[src/rtl/dp_ram_port_a_arbiter.sv]
// dp_ram_port_a_arbiter
//   Round-robin arbiter that shares port A of the dual-port RAM among
//   NUM_REQ requesters. Each requester issues single-word reads or writes
//   over a REQ/ACK handshake. Every output is registered, and the RAM-side
//   outputs drive the port A pins directly.
//
//   Optional feature: define RAM_ARB_LOCK_EN to add the LOCK input. When it
//   is defined, an owner that holds LOCK and REQ is regranted at
//   re-arbitration, without masking or rotation.
//
// Ports
//   CLK, RST        clock; synchronous active-high reset
//   REQ, REQ_WE     per-requester request and write (1) / read (0) select
//   REQ_ADDR/DATA   packed per-requester address / write data
//   LOCK            (RAM_ARB_LOCK_EN only) per-requester bus lock
//   ACK             one-cycle pulse: the request is issued to the RAM this cycle
//   GNT             one-hot owner of the current or last access; 0 when idle
//   RD_VALID        one-cycle pulse to the read requester, together with RD_DATA
//   RD_DATA         read data shared by all requesters
//   RAM_ADDR/DI/WE  port A address, write data and write enable
//   RAM_DO          port A read data, valid the cycle after the address
module dp_ram_port_a_arbiter #(
  parameter int NUM_REQ    = 4,
  parameter int DATA_WIDTH = 8,
  parameter int ADDR_WIDTH = 8
) (
  input  logic                          CLK,
  input  logic                          RST,
  input  logic [NUM_REQ-1:0]            REQ,
  input  logic [NUM_REQ-1:0]            REQ_WE,
  input  logic [NUM_REQ*ADDR_WIDTH-1:0] REQ_ADDR,
  input  logic [NUM_REQ*DATA_WIDTH-1:0] REQ_DATA,
`ifdef RAM_ARB_LOCK_EN
  input  logic [NUM_REQ-1:0]            LOCK,
`endif
  output logic [NUM_REQ-1:0]            ACK,
  output logic [NUM_REQ-1:0]            GNT,
  output logic [NUM_REQ-1:0]            RD_VALID,
  output logic [DATA_WIDTH-1:0]         RD_DATA,
  output logic [ADDR_WIDTH-1:0]         RAM_ADDR,
  output logic [DATA_WIDTH-1:0]         RAM_DI,
  output logic                          RAM_WE,
  input  logic [DATA_WIDTH-1:0]         RAM_DO
);

  localparam int IDX_W = (NUM_REQ > 1) ? $clog2(NUM_REQ) : 1;

  typedef enum logic [1:0] {IDLE, ISSUE, RDATA} state_t;

  state_t                  state_q, state_d;
  logic [IDX_W-1:0]        last_q, last_d;
  logic [NUM_REQ-1:0]      ack_q, ack_d;
  logic [NUM_REQ-1:0]      gnt_q, gnt_d;
  logic [NUM_REQ-1:0]      rd_valid_q, rd_valid_d;
  logic [DATA_WIDTH-1:0]   rd_data_q, rd_data_d;
  logic [ADDR_WIDTH-1:0]   ram_addr_q, ram_addr_d;
  logic [DATA_WIDTH-1:0]   ram_di_q, ram_di_d;
  logic                    ram_we_q, ram_we_d;

  logic [NUM_REQ-1:0]      elig;
  logic [IDX_W:0]          win;
  logic                    lock_hold;
  logic                    grant_any;
  logic [IDX_W-1:0]        sel_idx;
  logic [NUM_REQ-1:0]      sel_onehot;
  logic                    arb_point;
  logic                    load;

  // Returns {found, index}: the first set bit of elig, searching from last+1 and wrapping.
  function automatic logic [IDX_W:0] rr_pick(input logic [NUM_REQ-1:0] req_v,
                                             input logic [IDX_W-1:0]   last);
    logic [IDX_W:0]   res;
    logic [IDX_W-1:0] pos;
    int               idx;
    res = '0;
    for (int i = 1; i <= NUM_REQ; i++) begin
      idx = (int'(last) + i) % NUM_REQ;
      pos = IDX_W'(idx);
      if (!res[IDX_W] && req_v[pos]) res = {1'b1, pos};
    end
    return res;
  endfunction

  // The requester acked this cycle still holds REQ and must not win again at once.
  assign elig = REQ & ~ack_q;
  assign win  = rr_pick(elig, last_q);

  // The owner's index always equals last_q, so a locked regrant reuses last_q.
`ifdef RAM_ARB_LOCK_EN
  assign lock_hold = |(gnt_q & LOCK & REQ);
`else
  assign lock_hold = 1'b0;
`endif

  assign grant_any = lock_hold | win[IDX_W];
  assign sel_idx   = lock_hold ? last_q : win[IDX_W-1:0];

  // The ISSUE cycle of a read cannot re-arbitrate: the RAM address must stay held.
  assign arb_point = (state_q == IDLE) || (state_q == RDATA) ||
                     ((state_q == ISSUE) && ram_we_q);
  assign load      = arb_point && grant_any;

  always_ff @(posedge CLK) begin
    if (RST) begin
      state_q    <= IDLE;
      last_q     <= IDX_W'(NUM_REQ - 1);
      ack_q      <= '0;
      gnt_q      <= '0;
      rd_valid_q <= '0;
      rd_data_q  <= '0;
      ram_addr_q <= '0;
      ram_di_q   <= '0;
      ram_we_q   <= 1'b0;
    end else begin
      state_q    <= state_d;
      last_q     <= last_d;
      ack_q      <= ack_d;
      gnt_q      <= gnt_d;
      rd_valid_q <= rd_valid_d;
      rd_data_q  <= rd_data_d;
      ram_addr_q <= ram_addr_d;
      ram_di_q   <= ram_di_d;
      ram_we_q   <= ram_we_d;
    end
  end

  always_comb begin
    state_d = IDLE;
    if (load)
      state_d = ISSUE;
    else if ((state_q == ISSUE) && !ram_we_q)
      state_d = RDATA;
  end

  always_comb begin
    ack_d      = '0;
    rd_valid_d = '0;
    rd_data_d  = rd_data_q;
    gnt_d      = gnt_q;
    last_d     = last_q;
    ram_addr_d = ram_addr_q;
    ram_di_d   = ram_di_q;
    ram_we_d   = ram_we_q;
    sel_onehot = '0;
    sel_onehot[sel_idx] = 1'b1;

    if (state_q == RDATA) begin
      rd_data_d  = RAM_DO;
      rd_valid_d = gnt_q;
    end

    if (load) begin
      gnt_d      = sel_onehot;
      ack_d      = sel_onehot;
      last_d     = sel_idx;
      ram_addr_d = REQ_ADDR[int'(sel_idx)*ADDR_WIDTH +: ADDR_WIDTH];
      ram_di_d   = REQ_DATA[int'(sel_idx)*DATA_WIDTH +: DATA_WIDTH];
      ram_we_d   = REQ_WE[sel_idx];
    end else if (state_q != IDLE) begin
      ram_we_d = 1'b0;
      // Going idle releases the grant; a read moving to RDATA keeps its owner.
      if (arb_point) gnt_d = '0;
    end
  end

  assign ACK      = ack_q;
  assign GNT      = gnt_q;
  assign RD_VALID = rd_valid_q;
  assign RD_DATA  = rd_data_q;
  assign RAM_ADDR = ram_addr_q;
  assign RAM_DI   = ram_di_q;
  assign RAM_WE   = ram_we_q;

endmodule

[config.mk]
export PLATFORM = sky130hd
export DESIGN_NAME = dp_ram_port_a_arbiter
export DESIGN_NICKNAME = d
export VERILOG_FILES = /design/src/rtl/dp_ram_port_a_arbiter.sv
export SDC_FILE = /design/constraint.sdc
export NUM_CORES = 1
export LEC_CHECK = 0
export BUFFER_PORTS_ARGS = -buffer_cell sky130_fd_sc_hd__buf_2
export CORE_MARGIN = 2
export CORE_UTILIZATION = 45
export CTS_CLUSTER_DIAMETER = 50
export CTS_CLUSTER_SIZE = 12
export DETAILED_ROUTE_END_ITERATION = 7
export HOLD_SLACK_MARGIN = 0.03
export PLACE_DENSITY = 0.85
export SLEW_MARGIN = 20
export SYNTH_ARGS = -nofsm -noshare
export SYNTH_HDL_FRONTEND = slang
export SYNTH_SLANG_ARGS = --single-unit
[constraint.sdc]
create_clock -name CLK -period 2.4 [get_ports CLK]
set_input_delay 0 -clock CLK [delete_from_list [all_inputs] [get_ports CLK]]
set_output_delay 0 -clock CLK [all_outputs]
set_load 0.01 [all_outputs]
* Word-level counts from Yosys, hierarchy flattened
Index checks and enable logic that the tools add are counted.
** Storage, ports and cells
- Register bits :: 41
- Input bits :: 82
- Logic and storage cells :: 72
- Output and inout bits :: 37
** Cells by class
- Mux-type cells :: 23
- Shifts and indexed selects :: 2
- Order comparisons :: 6
- Bitwise gates (word level) :: 4
- Equality and inequality tests :: 2
- Reductions and logical operators :: 21
- Add/subtract/negate cells :: 4
** Operators by type and width (count)
- variable part select 32 x 6 -> 8 bit :: 2
- less-than comparator 2 x 3 -> 1 bit, second input constant :: 5
- 2-to-1 mux 3 bit :: 4
- 2-to-1 mux 4 bit :: 3
- binary-select mux 1 bit (select 2 bit) :: 5
- 2-to-1 mux 1 bit :: 9
- logical AND 1 bit :: 7
- nonzero test 2 bit :: 3
- OR reduction 2 bit :: 3
- adder 2 x 1 -> 2 bit, second input constant :: 2
- adder 2 bit, second input constant :: 2
- AND 4 bit :: 1
- logical NOT 1 bit :: 4
- inverter 4 bit :: 1
- demux 1 bit (select 2 bit) :: 1
- == test 2 x 1 -> 1 bit, second input constant :: 1
- == test 2 bit, second input constant :: 1
- greater-or-equal comparator 2 x 1 -> 1 bit, second input constant :: 1
- logical NOT 2 bit :: 1
- logical OR 1 bit :: 2
- 2-to-1 mux 2 bit :: 1
- inverter 1 bit :: 2
- AND reduction 2 bit :: 1

* Logic depth before layout (Yosys ltp)
- Word-level depth :: 19
- Gate-level depth with buffers :: 8
- Mapped depth without buffers :: 5

* Worst setup path after synthesis
OpenSTA, ideal clock, no wires.
- Kind :: register to register
- Start :: reg ack_q[3], in the netlist ACK[3]
- End :: reg ram_addr_q[0], in the netlist RAM_ADDR[0]
- Stages on the path, launching flop included :: 8
- Required time :: 2.272 ns
- Slack :: 0.647 ns
- Arrival :: 1.625 ns
- Library setup time :: 0.128 ns
- Clock period less this slack :: 1.753 ns
- Path buffers :: 2
- Path through :: dfxtp_1 -> and3b_4 -> nor3_2 -> a311oi_2 -> buf_6 -> buf_12 -> mux2i_1 -> o221ai_2
** Between the ends
- Cells in the longest elaborated chain, start to end :: 15
- Elaborated cells on any way between the ends :: 22
- Classes of those cells :: shift (1); mux (12); bitwise (2); reduce/logical (7)
** RTL lines
- from (decl) :: RTL line 52 : logic [NUM_REQ-1:0] ack_q, ack_d;
- from (signal assigned) :: RTL line 117 : ack_q <= ack_d;
- inverter 4 bit * :: RTL line 85 : assign elig = REQ & ~ack_q;
- AND 4 bit * :: RTL line 85
- binary-select mux 1 bit (select 2 bit) :: RTL line 79 : if (!res[IDX_W] && req_v[pos]) res = {1'b1, pos};
- 2-to-1 mux 1 bit (implied by the code) :: RTL line 79
- 2-to-1 mux 3 bit :: RTL line 79
- logical NOT 1 bit :: RTL line 79
- logical AND 1 bit :: RTL line 79
- 2-to-1 mux 3 bit :: RTL line 79
- logical NOT 1 bit :: RTL line 79
- logical AND 1 bit :: RTL line 79
- 2-to-1 mux 3 bit :: RTL line 79
- logical NOT 1 bit :: RTL line 79
- logical AND 1 bit :: RTL line 79
- 2-to-1 mux 3 bit * :: RTL line 79
- variable part select 32 x 6 -> 8 bit or logical AND 1 bit (tied branches) :: RTL line 156, 101
- to (signal assigned) :: RTL line 121 : ram_addr_q <= ram_addr_d;
- to (decl) :: RTL line 56 : logic [ADDR_WIDTH-1:0] ram_addr_q, ram_addr_d;
Every way passes the cells marked *; elsewhere a longest branch is shown, timed or not. The select of a mux whose other input is x is not followed.
A chain may end at the register's enable or synchronous reset.

* Worst setup path after layout
- Start :: reg last_q[1]
- End :: reg ram_addr_q[6], in the netlist RAM_ADDR[6]
** Between the ends
- Cells in the longest elaborated chain, start to end :: 14
- Elaborated cells on any way between the ends :: 24
- Classes of those cells :: add/sub (4); shift (1); mux (12); reduce/logical (7)
** RTL lines
- from (decl) :: RTL line 51 : logic [IDX_W-1:0] last_q, last_d;
- from (signal assigned) :: RTL line 106 : last_q <= IDX_W'(NUM_REQ - 1);
- from (signal assigned) :: RTL line 116 : last_q <= last_d;
- adder 2 x 1 -> 2 bit :: RTL line 77 : idx = (int'(last) + i) % NUM_REQ;
- binary-select mux 1 bit (select 2 bit) :: RTL line 79
- 2-to-1 mux 1 bit (implied by the code) :: RTL line 79
- 2-to-1 mux 3 bit :: RTL line 79
- logical NOT 1 bit :: RTL line 79
- logical AND 1 bit :: RTL line 79
- 2-to-1 mux 3 bit :: RTL line 79
- logical NOT 1 bit :: RTL line 79
- logical AND 1 bit :: RTL line 79
- 2-to-1 mux 3 bit :: RTL line 79
- logical NOT 1 bit :: RTL line 79
- logical AND 1 bit :: RTL line 79
- 2-to-1 mux 3 bit * :: RTL line 79
- variable part select 32 x 6 -> 8 bit or logical AND 1 bit (tied branches) :: RTL line 156, 101
Marked as above.

==> metrics.md <==
| Metric | Value |
|---|---|
| Drt via density | `5.061` |
| Sw frac | `35.98%` |
| Wire per inst | `13.98 um` |
| P_leak | `1.412 nW` |
| CTS root buf | `clkbuf_8` |
| Largest net degree at the start of global routing | `39` |
| Power share of the clock group | `17.8%` |
| HP Class | `primary input to flip-flop` |
| End point of the worst hold path | `RAM_ADDR[2]$_SDFFE_PP0P_` |
| Ratio of cells with drive above 1 in the final layout | `45.59%` |
| Post-synth EDFFs | `0` |
| Most common cell in the synthesized netlist | `dfxtp_1` |
| GR Overflow Total | `0` |
| Library cells used by synthesis | `43` |
| Initial antenna violation count | `0` |
| Chip Width | `74.49 um` |
| Worst vdd ir | `0.0003486 V` |
| YS warnings | `0` |
| Post-Synthesis Cells | `211` |
| DP HPWL | `4050 um` |
| Worst clock skew | `0.003151 ns` |
| Avg Cell Area, Syn | `10.60 um2` |
| Worst-path clk slew | `0.07 ns` |
| Overall routing resource usage | `21.65%` |
| Drt pass-1 iters | `4` |
| Fmax | `492.7 MHz` |
| Num Clock Sinks | `41` |
| WHS | `0.03028 ns` |
| Psw | `0.8200 mW` |
| Iteration-0 DRC Markers | `84` |
| Synth area leaders | `dfxtp_1 (37%), mux2i_1 (15%), o221ai_2 (11%), nand3b_1 (5.7%), nand2_1 (3.2%)` |
| Die area | `5549 um2` |
| H-tree levels | `2` |
| Initial Utilization | `47.03%` |
| IO Port Bufs | `118` |
| Tcrit/Tclk final | `84.58%` |
| Resize count post-CTS | `0` |
| Hold depth | `3` |
| Final ANT Viol Nets | `0` |
| Gpl congestion | `0.7549` |
| Final hold viol count | `0` |
| Tmin final | `2.030 ns` |
| #FFs+latches synth | `41` |
| First-pass GRT wire length | `9301 um` |
| Crit path cell chain | `and3b_4 -> nor3_2 -> a311oi_4 -> buf_12 -> mux2i_1 -> o221ai_2` |
| CTS tree | `done` |
| Combinational power share | `42.7%` |
| WP data required | `2.56 ns` |
| Drt total wl | `5688 um` |
| Reg-to-reg endpoint | `RAM_ADDR[6]$_SDFFE_PP0P_` |
| Routed vias | `2060` |
| Hold Startpoint | `REQ_ADDR[18]` |
| FF-to-FF path depth | `6` |
| CTS Buffer Depth | `2` |
| Setup TNS | `0 ns` |
| TritonCTS Buffers | `5` |
| Worst path max stage delay | `0.52 ns` |
| Worst r2r src | `last_q[1]$_SDFFE_PP1P_` |
| Max-Cap Viols | `0` |
| Worst-skew pair later-pin latency | `0.28 ns` |
| Vias in the first global route | `2062` |
| Core Region | `4755 um2` |
| Ys async rst share | `0%` |
| WS Path Type | `flip-flop to flip-flop` |
| # nets final | `423` |
| Synth top area share | `36.71%` |
| Worst R2R Setup Slack | `0.37 ns` |
| Startpoint types | `flip-flop` |
| Slew @ Worst Pin | `0.5982 ns` |
| Mapped cell area | `2236 um2` |
| Worst-path fanout max | `38` |
| # setup viols final | `0` |
| Ys flop type | `dfxtp_1` |
| Area leader, netlist | `dfxtp_1` |
| Pwr dens | `746.4 nW/um2` |
| Sequential Power Share | `39.5%` |
| Worst slew margin | `60.12%` |
| Std cell rows | `25` |
| Register area share after synthesis | `36.71%` |
| I/O pin count | `119` |
| Most instantiated cells after synthesis | `dfxtp_1 (41), mux2i_1 (34), nand2_1 (19), nand3b_1 (17), o221ai_2 (16)` |
| ANT cells | `0` |
| Outcome | `complete, no violations` |
| RSZ-0062 raised after global routing | `false` |
| Data arrival, critical path | `2.19 ns` |
| Crit end category | `flip-flop` |
| Layout Area Growth over Synthesis | `36.54%` |
| Drt drc | `0` |
| Max-slew violations | `0` |
| Slowest cell on crit path | `dfxtp_1` |
| P_int | `1.459 mW` |
| Die Y | `74.49 um` |
| Mapped Nets | `293` |
==> worst max path at each step <==
stage | start | end | slack [ns] | cells after the start
6_report | last_q[1]$_SDFFE_PP1P_ | RAM_ADDR[6]$_SDFFE_PP0P_ | 0.37 | 6
5_1_grt | last_q[1]$_SDFFE_PP1P_ | RAM_WE$_SDFFE_PP0P_ | 0.23 | 6
4_1_cts | last_q[1]$_SDFFE_PP1P_ | RAM_ADDR[6]$_SDFFE_PP0P_ | 0.34 | 6
3_5_place_dp | last_q[1]$_SDFFE_PP1P_ | RAM_ADDR[6]$_SDFFE_PP0P_ | 0.33 | 6
3_3_place_gp | last_q[1]$_SDFFE_PP1P_ | RAM_ADDR[6]$_SDFFE_PP0P_ | 0.42 | 6
2_1_floorplan | ACK[3]$_SDFF_PP0_ | RAM_ADDR[0]$_SDFFE_PP0P_ | 0.65 | 7
==> metrics by stage <==
stage	instances	instance area (um2)	util [%]	worst slack [ns]	power, mW
after detailed placement	382	2789	58.66	0.3325	1.871
after global placement	382	2789	58.66	0.4247	1.846
after global routing	407	3053	64.21	0.2342	2.427
after floorplan	211	2236	-	0.6468	1.657
after CTS	407	3053	64.21	0.3418	2.299
final	407	3053	64.21	0.3702	2.279
==> logic make-up after synthesis <==
logic type | synth area share (%)
buf+inv | 8.002
simple gates | 19.31
mux | 15.22
compound gates | 20.76
flops | 36.71
==> critical path, delay by kind of cell (launching register included) <==
family                 cells  cell delay [ns]
buffers and inverters      1             0.29
and+or+nand+nor            2             0.32
DFF                        1             0.52
AOI/OAI and AO/OA          2             0.46
muxes                      1             0.32
==> area by class of cell <==
type                       instances  area, um2
tap                               67      83.83
timing repair buffer             140      815.8
clock buffer                       5      68.82
multi-input combinational        150       1247
clock inverter                     1      5.005
sequential                        41      820.8
inverter                           3      11.26
fill                             399       1702
==> cells in the final DEF, fill, tap and decap left out, types with 8 or more instances in the layout <==
| cell | count |
|---|---|
| buf_2 | 118 |
| dfxtp_1 | 41 |
| mux2i_1 | 34 |
| nand2_1 | 19 |
| dlygate4sd3_1 | 19 |
| nand3b_1 | 17 |
| o221ai_2 | 16 |
| a21oi_1 | 13 |
| nor2_1 | 8 |
==> metal layers <==
metal | track usage [%] | up-vias | part of all wire, %
met5 | 0 | - | 0
met3 | 4.201 | 11 | 4.1
met2 | 39.63 | 55 | 53
li1 | - | 1037 | -
met4 | 8.532 | 0 | 1.9
met1 | 24.61 | 957 | 41
==> state kept, by name (all words and copies together), names as in the netlist <==
signal	count
RAM_ADDR	8
last_q	2
RD_DATA	8
RAM_DI	8
ACK	4
state_q	2
RD_VALID	4
GNT	4
RAM_WE	1
==> power by group through the flow <==
stage	Sequential [mW]	Clock (mW)	Combinational, mW
floorplan	0.949	0	0.708
global placement	0.908	0	0.938
detailed placement	0.911	0	0.960
CTS	0.899	0.419	0.982
global route	0.915	0.446	1.07
finish	0.900	0.405	0.974
==> timing repair <==
action | CTS | global route
hold buffers | 19 | 0
setup endpoints to repair | 0 | 0
endpoints found under the hold margin | 15 | 0
buffers inserted | 0 | 0
No activity file was read; power rests on OpenSTA's default activity.
